<file path="src/rtl/bk_multiword_add_seq.sv">
// Multi-word add/subtract sequencer around an external combinational adder.
// One WIDTH-bit word per beat, LSW first, with a single output register.
`ifndef ADDER_SIZE
`define ADDER_SIZE 8
`endif

module bk_multiword_add_seq #(
  parameter int WIDTH     = `ADDER_SIZE,
  parameter int MAX_WORDS = 8,
  parameter int IDX_W     = $clog2(MAX_WORDS)
) (
  input  logic             clk,
  input  logic             rst,
  input  logic             in_valid,
  output logic             in_ready,
  input  logic [WIDTH-1:0] in_op1,
  input  logic [WIDTH-1:0] in_op2,
  input  logic             in_last,
  input  logic             in_sub,
  output logic [WIDTH-1:0] add_op1,
  output logic [WIDTH-1:0] add_op2,
  output logic             add_cin,
  input  logic [WIDTH-1:0] add_res,
  input  logic             add_cout,
  output logic             out_valid,
  input  logic             out_ready,
  output logic [WIDTH-1:0] out_res,
  output logic [IDX_W-1:0] out_idx,
  output logic             out_last,
  output logic             out_cout,
  output logic             out_ovf,
  output logic             out_err
);

  typedef enum logic {FIRST, MID} state_t;

  state_t           state;
  logic             carry_q;
  logic             sub_q;
  logic [IDX_W-1:0] idx_q;

  logic accept;
  logic mode;
  logic at_max;
  logic eff_last;
  logic ovf;

  assign in_ready = ~out_valid | out_ready;
  assign accept   = in_valid & in_ready;

  // The first word of a frame takes its mode and carry-in straight from the port
  assign mode    = (state == FIRST) ? in_sub : sub_q;
  assign add_op1 = in_op1;
  assign add_op2 = in_op2 ^ {WIDTH{mode}};
  assign add_cin = (state == FIRST) ? in_sub : carry_q;

  assign at_max   = (idx_q == IDX_W'(MAX_WORDS - 1));
  assign eff_last = in_last | at_max;

  assign ovf = (in_op1[WIDTH-1] == add_op2[WIDTH-1]) &
               (add_res[WIDTH-1] != in_op1[WIDTH-1]);

  always_ff @(posedge clk) begin
    if (rst) begin
      state     <= FIRST;
      carry_q   <= 1'b0;
      sub_q     <= 1'b0;
      idx_q     <= '0;
      out_valid <= 1'b0;
      out_res   <= '0;
      out_idx   <= '0;
      out_last  <= 1'b0;
      out_cout  <= 1'b0;
      out_ovf   <= 1'b0;
      out_err   <= 1'b0;
    end else if (accept) begin
      out_valid <= 1'b1;
      out_res   <= add_res;
      out_idx   <= idx_q;
      out_last  <= eff_last;
      if (state == FIRST) sub_q <= in_sub;
      if (eff_last) begin
        state    <= FIRST;
        carry_q  <= 1'b0;
        idx_q    <= '0;
        out_cout <= add_cout;
        out_ovf  <= ovf;
        out_err  <= ~in_last;
      end else begin
        state    <= MID;
        carry_q  <= add_cout;
        idx_q    <= idx_q + 1'b1;
        out_cout <= 1'b0;
        out_ovf  <= 1'b0;
        out_err  <= 1'b0;
      end
    end else if (out_ready) begin
      out_valid <= 1'b0;
    end
  end

endmodule

</file>
<file path="config.mk">
export PLATFORM = sky130hd
export DESIGN_NAME = bk_multiword_add_seq
export DESIGN_NICKNAME = d
export VERILOG_FILES = /design/src/rtl/bk_multiword_add_seq.sv
export SDC_FILE = /design/constraint.sdc
export NUM_CORES = 1
export LEC_CHECK = 0
export CAP_MARGIN = 30
export CORE_AREA = 2 2 55 57
export CTS_BUF_LIST = sky130_fd_sc_hd__clkbuf_8
export DETAILED_ROUTE_END_ITERATION = 10
export DIE_AREA = 0 0 57 59
export PLACE_DENSITY = 0.8
export RECOVER_POWER = 25
export SYNTH_ARGS = -nofsm -noshare
export SYNTH_HDL_FRONTEND = slang
export SYNTH_SLANG_ARGS = --single-unit
export TNS_END_PERCENT = 10
</file>
<file path="constraint.sdc">
create_clock -name clk -period 1.5 [get_ports clk]
set_input_delay 0.3 -clock clk [delete_from_list [all_inputs] [get_ports clk]]
set_output_delay 0.3 -clock clk [all_outputs]
set_load 0.005 [all_outputs]
</file>
==> impl_results.md <==
* GRT Residual Overflow at 0
* Pre-CTS setup slack at -0.634 ns
* TritonCTS buffer count at 3
* Total Power at 1.32 mW
* Sequential cell area at 444 um2
* Fmax at 587 MHz
* Crit-path slowest cell: dfxtp_4
* HP Class: register to register
* Wire length of the first global-routing pass at 4690 um
* Max-Cap Viols at 0
* Layout cells sized above 1 at 0.217
* Via density at 4.76
* Slew Limit Headroom at 0.693
* Die width at 57 um
* LEAKAGE at 0.664 nW
* Final worst-path cycle share at 1.14
* RR Endpoint: out_ovf
* Final Cell Area at 1640 um2
* CTS root buf: clkbuf_8
* Power density relative to cell area at 810 nW/um2
* RePlAce Congestion at 0.702
* Commonest non-fill, non-tap cell in the layout: clkdlybuf4s50_1
* Post-Syn Area at 997 um2
* Commonest cells after routing, fill and taps aside: clkdlybuf4s50_1, nand2_1, dfxtp_1
* Critical path fanouts, max at 4
* Flop2flop setup slack at -0.04 ns
* Drt first pass iters at 4
* Crit Path Category: register to primary output
* Pins over their slew limit at 0
* Nets@finish at 210
* Post-Place Cells at 200
* Minimum clock period at 1.70 ns
* Post-Place Cell Area at 1590 um2
* Status: finished with violations
* Worst endpoint required time at 1.20 ns
* Clock Tree Buf Depth at 2
* Cells after Synth at 117
* Multi-input logic area at 493 um2
* Violated checks: setup timing
* Final Util at 0.604
* Beginning of the worst hold path: carry_q
* Number of diodes at 0
* # DRC at 0
* H-tree lvl count at 1
* # fillers at 246
* CP Data Arrival Time at 1.40 ns
* Post-Layout Cell Count at 206
* Final hold vios at 0
* Num rows at 19
* Crit. End Element: primary output
* Worst-margin pin slew at 0.461 ns
* Worst Hold Path EP: carry_q
* CP Launch Type: register
* Yosys cell types at 21
* Final wirelength at 2790 um
* Core ar. at 2710 um2
* Die ar. at 3360 um2
* Total global-route track usage at 0.183
* Iter 0 DRT Violations at 16
* Routed length per instance at 13.5 um
* Critical R2R Launch: state
* Final setup margin at -0.204 ns
* Detail Route Antenna Nets at 0
* Syn Area/Cell at 8.52 um2
* CP max stage delay at 0.38 ns
* P&R area growth vs syn at 64.1%
* Largest net degree at the start of global routing at 12
* Detailed placement HPWL at 2120 um
* Height of the die at 59 um
* Setup TNS at -1.54 ns
* Vias post-DR at 980
* Number of synthesized register bits at 22
* # setup viols final at 9
* VDD IR max at 675 uV
* Initial antenna violation count at 0
* Port Buffers at 50
* Synth warnings at 0
* Hold Path Stages at 2
* RSZ-0062 raised after global routing: yes
* R2R cell count at 7
* CTS tree: built
* Worst-skew pair later-pin latency at 0.26 ns
* Hold WS at 0.459 ns
* Crit path cell chain: mux2i_4 -> buf_12 -> buf_8 -> xnor2_2 -> buf_2
* Initial Util at 0.368
* Number of global-route vias before repair at 1,017
* Post-synthesis sequential area ratio at 0.442
* Clock sinks at 22
* Clock slew at the register clock pins of the worst setup and hold paths at 0.07 ns
* Io pins at 65
* Clock skew at 0.00313 ns
* Syn_nets at 150
-- registers in the layout, indices dropped and copies added, names as in the netlist --
name,flops
carry_q,1
idx_q,3
out_cout,1
out_err,1
out_idx,3
out_last,1
out_ovf,1
out_res,8
out_valid,1
state,1
sub_q,1
-- cells by family after synthesis --
family	Yosys count	synth area share
compound gates	21	0.119
fa+ha+maj	2	0.0251
flops	22	0.442
mux	3	0.0439
simple gates	46	0.206
xor+xnor	8	0.0778
buf+inv	15	0.0866
-- report_power, final --
part / switching, mW / internal [mW] / total (mW)
clock: 0.176 / 0.179 / 0.355
combinational: 0.132 / 0.212 / 0.344
sequential: 0.0170 / 0.610 / 0.627
-- worst max-delay path, delay by kind of cell (launching register included) --
family	cells	cell delay, ns
buffers and inverters	3	0.40
multiplexers	1	0.26
flip-flops	1	0.38
XOR/XNOR	1	0.11
-- synth_stat cells --
| cell type | number | area [um2] |
|---|---|---|
| buf_4 | 8 | 60.1 |
| nand2b_1 | 1 | 6.26 |
| mux2i_1 | 1 | 10.0 |
| and2_1 | 1 | 6.26 |
| mux2i_4 | 1 | 22.5 |
| nor2b_1 | 2 | 12.5 |
| nor2_1 | 3 | 11.3 |
| xnor2_1 | 7 | 61.3 |
| a211oi_1 | 1 | 7.51 |
| nand3_1 | 3 | 15.0 |
| ha_1 | 2 | 25.0 |
| a21oi_1 | 19 | 95.1 |
| clkbuf_1 | 6 | 22.5 |
| inv_1 | 1 | 3.75 |
| xnor2_2 | 1 | 16.3 |
| nor3b_1 | 1 | 7.51 |
| o41ai_2 | 1 | 16.3 |
| mux2_2 | 1 | 11.3 |
| nand2_1 | 31 | 116 |
| nand3b_1 | 4 | 30.0 |
| dfxtp_1 | 22 | 440 |
-- area by class of cell --
type | instances | area share
repair buffers | 69 | 0.376
multi-input cells | 80 | 0.301
flip-flops and latches | 22 | 0.271
clock buffers | 3 | 0.0252
well taps | 31 | 0.0237
inverters | 1 | 0.00229
-- worst max path at each step --
stage / cells past startpoint / end / start
2_1_floorplan: 4 / out_ovf / state
3_3_place_gp: 5 / add_op2[7] / in_sub
3_5_place_dp: 5 / add_op2[3] / in_sub
4_1_cts: 5 / add_op2[7] / state
5_1_grt: 5 / add_op2[7] / state
6_report: 5 / add_op2[7] / state
-- routing by layer --
metal,global-route usage,vias to the layer above,share of wire
met1,0.185,444,0.37
met5,0,-,0
met2,0.342,26,0.54
met4,0.116,0,0.040
li1,-,495,-
met3,0.0393,15,0.046
-- timing repair --
item | 4_1_cts | 5_1_grt
pin swaps | 0 | 1
setup buffers | 2 | 1
hold endpoints to repair | 0 | 0
hold buffers | 0 | 0
setup endpoints to repair | 12 | 10
gates resized for setup | 47 | 1
(Power assumes the default switching activity.)
